===== src/rtl/euler_pkg.sv =====
// rtl/euler_pkg.sv - shared state encoding, width defaults and reset constants for the Euler step controller
package euler_pkg;

    localparam int DATA_SIZE_DEF = 16;
    localparam int STEP_W_DEF    = 16;

    localparam logic [2:0] ST_IDLE     = 3'd0;
    localparam logic [2:0] ST_LAUNCH   = 3'd1;
    localparam logic [2:0] ST_WAIT_CLR = 3'd2;
    localparam logic [2:0] ST_WAIT_FIN = 3'd3;
    localparam logic [2:0] ST_FINISH   = 3'd4;

    localparam logic [2:0] ST_RESET    = ST_IDLE;

endpackage


===== src/rtl/euler_step_counter.sv =====
// rtl/euler_step_counter.sv - completed-iteration up-counter with clear and terminal compare
module euler_step_counter #(
    parameter int STEP_W = 16
) (
    input  logic              clk,
    input  logic              rst,
    input  logic              clr,
    input  logic              inc,
    input  logic [STEP_W-1:0] limit,
    output logic [STEP_W-1:0] count,
    output logic              last
);

    localparam logic [STEP_W-1:0] ONE = {{(STEP_W-1){1'b0}}, 1'b1};

    // Compare one bit wider so an all-ones limit cannot alias through a wrap.
    assign last = ({1'b0, count} + {1'b0, ONE}) == {1'b0, limit};

    always_ff @(posedge clk or negedge rst) begin
        if (!rst) begin
            count <= '0;
        end else if (clr) begin
            count <= '0;
        end else if (inc) begin
            count <= count + ONE;
        end
    end

endmodule


===== src/rtl/euler_step_controller.sv =====
// rtl/euler_step_controller.sv - sequences N Euler core iterations; EULER_TIME_ACC_EN adds t_now/t_ovf time accumulator
module euler_step_controller
    import euler_pkg::*;
#(
    parameter int DATA_SIZE = DATA_SIZE_DEF,
    parameter int STEP_W    = STEP_W_DEF
) (
    input  logic                 clk,
    input  logic                 rst,
    input  logic                 go,
    input  logic                 abort,
    input  logic [STEP_W-1:0]    num_steps,
    input  logic [DATA_SIZE-1:0] h_in,
    input  logic [DATA_SIZE-1:0] t0,
    input  logic                 euler_finish,
    output logic                 euler_start,
    output logic [DATA_SIZE-1:0] h_step,
    output logic [STEP_W-1:0]    step_count,
    output logic                 busy,
    output logic                 done
`ifdef EULER_TIME_ACC_EN
    ,
    output logic [DATA_SIZE-1:0] t_now,
    output logic                 t_ovf
`endif
);

    logic [2:0]        state;
    logic [2:0]        state_nxt;
    logic [STEP_W-1:0] steps_lat;
    logic              accept;
    logic              step_inc;
    logic              last_step;

    assign accept   = (state == ST_IDLE) && go;
    // abort wins over a finish arriving in the same cycle, so no count is taken.
    assign step_inc = (state == ST_WAIT_FIN) && euler_finish && !abort;

    assign euler_start = (state == ST_LAUNCH);
    assign done        = (state == ST_FINISH);
    assign busy        = (state != ST_IDLE);

    euler_step_counter #(
        .STEP_W (STEP_W)
    ) u_counter (
        .clk   (clk),
        .rst   (rst),
        .clr   (accept),
        .inc   (step_inc),
        .limit (steps_lat),
        .count (step_count),
        .last  (last_step)
    );

    always_comb begin
        state_nxt = state;
        case (state)
            ST_IDLE:     if (go) state_nxt = (num_steps == '0) ? ST_FINISH : ST_LAUNCH;
            ST_LAUNCH:   state_nxt = ST_WAIT_CLR;
            ST_WAIT_CLR: if (!euler_finish) state_nxt = ST_WAIT_FIN;
            ST_WAIT_FIN: if (euler_finish) state_nxt = last_step ? ST_FINISH : ST_LAUNCH;
            ST_FINISH:   state_nxt = ST_IDLE;
            default:     state_nxt = ST_IDLE;
        endcase
        if (abort && (state != ST_IDLE)) begin
            state_nxt = ST_IDLE;
        end
    end

    always_ff @(posedge clk or negedge rst) begin
        if (!rst) begin
            state <= ST_RESET;
        end else begin
            state <= state_nxt;
        end
    end

    always_ff @(posedge clk or negedge rst) begin
        if (!rst) begin
            steps_lat <= '0;
            h_step    <= '0;
        end else if (accept) begin
            steps_lat <= num_steps;
            h_step    <= h_in;
        end
    end

`ifdef EULER_TIME_ACC_EN
    localparam int MSB = DATA_SIZE - 1;

    logic [DATA_SIZE-1:0] t_sum;
    logic                 t_add_ovf;

    assign t_sum     = t_now + h_step;
    assign t_add_ovf = (t_now[MSB] == h_step[MSB]) && (t_sum[MSB] != t_now[MSB]);

    always_ff @(posedge clk or negedge rst) begin
        if (!rst) begin
            t_now <= '0;
            t_ovf <= 1'b0;
        end else if (accept) begin
            t_now <= t0;
            t_ovf <= 1'b0;
        end else if (step_inc) begin
            t_now <= t_sum;
            t_ovf <= t_ovf | t_add_ovf;
        end
    end
`else
    logic unused_t0;
    assign unused_t0 = ^t0;
`endif

endmodule


===== config.mk =====
export PLATFORM = sky130hd
export DESIGN_NAME = euler_step_controller
export DESIGN_NICKNAME = d
export VERILOG_FILES = /design/src/rtl/euler_pkg.sv /design/src/rtl/euler_step_counter.sv /design/src/rtl/euler_step_controller.sv
export SDC_FILE = /design/constraint.sdc
export NUM_CORES = 1
export LEC_CHECK = 0
export CAP_MARGIN = 25
export CORE_ASPECT_RATIO = 0.5
export CORE_MARGIN = 2
export CORE_UTILIZATION = 35
export CTS_BUF_LIST = sky130_fd_sc_hd__clkbuf_4 sky130_fd_sc_hd__clkbuf_8 sky130_fd_sc_hd__clkbuf_16
export CTS_CLUSTER_DIAMETER = 150
export DETAILED_ROUTE_END_ITERATION = 12
export GPL_TIMING_DRIVEN = 0
export MAX_ROUTING_LAYER = met4
export SLEW_MARGIN = 20
export SYNTH_ARGS = -nofsm -noshare
export SYNTH_HDL_FRONTEND = slang
export SYNTH_HIERARCHICAL = 1
export SYNTH_SLANG_ARGS = --single-unit

===== constraint.sdc =====
create_clock -name clk -period 7.05 [get_ports clk]
set_input_delay 1.41 -clock clk [delete_from_list [all_inputs] [get_ports clk]]
set_output_delay 1.41 -clock clk [all_outputs]
set_load 0.005 [all_outputs]

==> impl_metrics.toml <==
[drt]
detailroute.via_count = 2174
1st_iter_drt_viols = 50
drcViolationCount = 0
viasPerCell = 4.84
totalWireLength_um = 6740
drtAntennaViolNets = 0
wl_per_cell_um = 15.0
drt_pre_antenna_iters = 4

[logic_synthesis]
synth_seq_area_share_pct = 43.8
synth_async_sr_flop_share_pct = 100
netlist_instances = 258
yosys_most_used_dff = "sky130_fd_sc_hd__dfrtp_1"
synthesis.nets = 312
yosys_warnings = 6
postSynthAreaPerCell_um2 = 11.3
synth.top_cell.area_share_pct = 43.8
mappedNetlistArea_um2 = 2910
post-synth-top-count-cell = "sky130_fd_sc_hd__dfrtp_1"
synth_seq_cells = 51
synth.distinct_cells = 48
synth.area.top_cells = "sky130_fd_sc_hd__dfrtp_1 (44%), sky130_fd_sc_hd__mux2_4 (15%), sky130_fd_sc_hd__xnor2_1 (4.8%)"
post_synth_most_frequent_cells = "sky130_fd_sc_hd__dfrtp_1 (51), sky130_fd_sc_hd__mux2_4 (29), sky130_fd_sc_hd__nor2_1 (26)"
synth_enable_flop_cells = 0
top_cell_type_by_total_area_after_synthesis = "sky130_fd_sc_hd__dfrtp_1"

[pwr]
pwr_per_cell_area_nw_per_um2 = 337
p_leak_nw = 1.64
peakVddDrop_mv = 0.168
totalPowerFinal_mw = 1.32

[critical_path]
timing.critical_path.max_delay_family = "simple AND/OR/NAND/NOR gates"
timing.critical_path.required_ns = 7.27
timing.critical_path.from_type = "input port"
r2r_slack_ns = 4.20
worst_ep_arrival_time_ns = 3.34
cpPeakStageDelay_ns = 0.52
worstSetupPathType = "input port to flop"
worst_path_max_delay_cell = "sky130_fd_sc_hd__clkdlybuf4s50_1"
kind_of_end_point_of_the_critical_path = "flop"
critical_path_buf_inv_count = 2
worstPathCellList = "clkdlybuf4s50_1, nand2_1, nor3_1, clkbuf_8, nand2_4, or3_4, or3_1, a21oi_1"
critPathMaxFanout = 9

[timing]
setup_repair_after_global_routing_missed_its_margin = "no"
final.setup_skew_ns = 0.0138
setup_viol_count_final = 0
totalNegativeSetupSlack_ns = 0
fmax_mhz = 321
tcrit_tclk_final_pct = 44.3
final.hold.worst_slack_ns = 0.506
hold_viol_final = 0
timing.final.max_slew_violations = 0
period_minus_slack_ns = 3.12
timing_worst_slew_pin_value_ns = 0.659
relSlewSlack_pct = 56.1

[final_layout]
fin_area_um2 = 3930
nNetsFinal = 390
final.fill_count = 741
antenna_cells_inserted = 0
drive_gt1_share_pct = 18.1
area.growth.synth_to_final_pct = 34.9

[global_routing]
use_met2_pct = 24.5
via_count_of_the_first_global_routing_pass = 2130
gr-max-usage-layer = "met2"
grt_use_met3_pct = 3.80
overflow = 0
track_usage_pct = 16.4
largest_net_degree_at_the_start_of_global_routing = 52
grt_pass1_wl_um = 11000
antenna_found_initial = 0
grtUsageMet1_pct = 22.1

[clock_network]
root_cell_of_the_clock_tree = "sky130_fd_sc_hd__clkbuf_16"
numCtsBuffers = 5
postCtsResizedCells = 0
clkSlewWorstSetupHoldPaths_ns = 0.06
clock_insertion_delay_worst_skew_ns = 0.30
cts_post_setup_buffers_inserted = 0
clockBufferDepth = 2
cts_max_level = 2
cts.sinks = 51
cts_hold_repair.buffers = 0
tritoncts = "yes"

[job]
drv_cap = 0

[placed_design]
place_hpwl_um = 4970
io_buffers = 71
placer_s_final_routability_congestion_estimate = 0.825
detailed_place.area_um2 = 3760

[floorplan]
placementRows = 23
die_w_um = 133
io_pins = 88
starting_density_of_the_core_pct = 36.3
dieArea_um2 = 9110
core_area_um2 = 8030
dieHeight_um = 68.5

[worst_hold_path]
hold_path_class = "flop to flop"

[status]
run_status = "complete, no violations"
[placed cells by master, fill, tap and decap left out, types with 3 or more instances in the layout]
| cell type | Yosys | final |
|---|---|---|
| sky130_fd_sc_hd__buf_12 | 3 | 3 |
| sky130_fd_sc_hd__clkbuf_1 | 3 | 3 |
| sky130_fd_sc_hd__o21ai_0 | 8 | 8 |
| sky130_fd_sc_hd__nor2_1 | 26 | 26 |
| sky130_fd_sc_hd__nand2_1 | 16 | 16 |
| sky130_fd_sc_hd__buf_4 | 2 | 3 |
| sky130_fd_sc_hd__dfrtp_1 | 51 | 51 |
| sky130_fd_sc_hd__nor3_1 | 4 | 4 |
| sky130_fd_sc_hd__nand4_1 | 6 | 6 |
| sky130_fd_sc_hd__mux2_2 | 3 | 3 |
| sky130_fd_sc_hd__nand3_1 | 9 | 9 |
| sky130_fd_sc_hd__xnor2_1 | 16 | 16 |
| sky130_fd_sc_hd__o31ai_1 | 4 | 4 |
| sky130_fd_sc_hd__mux2_4 | 29 | 29 |
| sky130_fd_sc_hd__a21oi_1 | 7 | 7 |
| sky130_fd_sc_hd__nor4_1 | 7 | 7 |
| sky130_fd_sc_hd__buf_2 | 4 | 4 |
| sky130_fd_sc_hd__and2_1 | 3 | 3 |
| sky130_fd_sc_hd__xor2_1 | 16 | 16 |
| sky130_fd_sc_hd__clkdlybuf4s50_1 | 0 | 70 |
| sky130_fd_sc_hd__clkbuf_16 | 0 | 5 |
| sky130_fd_sc_hd__inv_1 | 6 | 6 |
[registers in the layout (all words and copies together) (netlist names)]
name,cells
steps_lat,16
state,3
u_counter/count,16
h_step,16
[power by group]
group | switching [mW] | internal (mW) | leakage, nW | total [mW]
combinational | 0.201 | 0.369 | 0.920 | 0.570
sequential | 0.0808 | 0.395 | 0.638 | 0.476
clock | 0.110 | 0.168 | 0.0838 | 0.277
total | 0.392 | 0.932 | 1.64 | 1.32
[through the flow]
step                      setup WS [ns]  util (%)  std cells
after floorplan                    4.36         -        258
after global placement             3.07      46.9        441
after detailed placement           3.63      46.8        441
after CTS                          3.93      48.9        449
after global routing               3.82      48.9        449
final                              3.93      48.9        449
[worst paths after layout]
path / endpoint / cells after the start / from
setup / recovery: u_counter/count[15] / 8 / euler_finish
hold / removal: h_step[2] / 1 / h_step[2]
setup reg to reg: state[2] / 11 / u_counter/count[0]
hold reg to reg: h_step[2] / 1 / h_step[2]
max in group asynchronous: h_step[1] / 1 / rst
min in group asynchronous: steps_lat[11] / 1 / rst
[worst reg2reg max path: stages, from the launching register on]
cell	delay (ns)
sky130_fd_sc_hd__dfrtp_1	0.49
sky130_fd_sc_hd__ha_1	0.19
sky130_fd_sc_hd__buf_2	0.18
sky130_fd_sc_hd__and4_1	0.21
sky130_fd_sc_hd__clkbuf_1	0.26
sky130_fd_sc_hd__nand3_1	0.18
sky130_fd_sc_hd__nor4_1	0.34
sky130_fd_sc_hd__o211ai_1	0.13
sky130_fd_sc_hd__nor4_2	0.41
sky130_fd_sc_hd__nand2_1	0.09
sky130_fd_sc_hd__a21oi_1	0.15
sky130_fd_sc_hd__o211a_1	0.16
[layout make-up]
type / count / area, um^2 / share of cell area, %
Tap cell: 112 / 140 / 3.57
Buffer: 15 / 143 / 3.63
Clock buffer: 5 / 125 / 3.18
Sequential cell: 51 / 1280 / 32.5
Inverter: 6 / 22.5 / 0.573
Timing Repair Buffer: 71 / 708 / 18.0
Clock inverter: 3 / 43.8 / 1.11
Multi-Input combinational cell: 186 / 1470 / 37.4
[routing by layer]
| metal | vias to the layer above | share of wire (%) |
|---|---|---|
| li1 | 1067 | - |
| met3 | 8 | 4.5 |
| met1 | 1050 | 50 |
| met5 | - | 0 |
| met2 | 49 | 44 |
| met4 | 0 | 1.3 |
[cells by family (layout without fill, tap and decap cells)]
group                    after synthesis  in the layout  synth area share [%]
AND/OR/NAND/NOR                       90             90                  17.1
flip-flops                            51             51                  43.8
multiplexers                          34             34                  16.8
XOR/XNOR                              32             32                  9.63
AO/OA/AOI/OAI                         29             29                  6.49
buffers and inverters                 21            100                  5.67
adder cells (fa/ha/maj)                1              1                 0.430
Note: power is estimated with default switching activity, not from simulation.
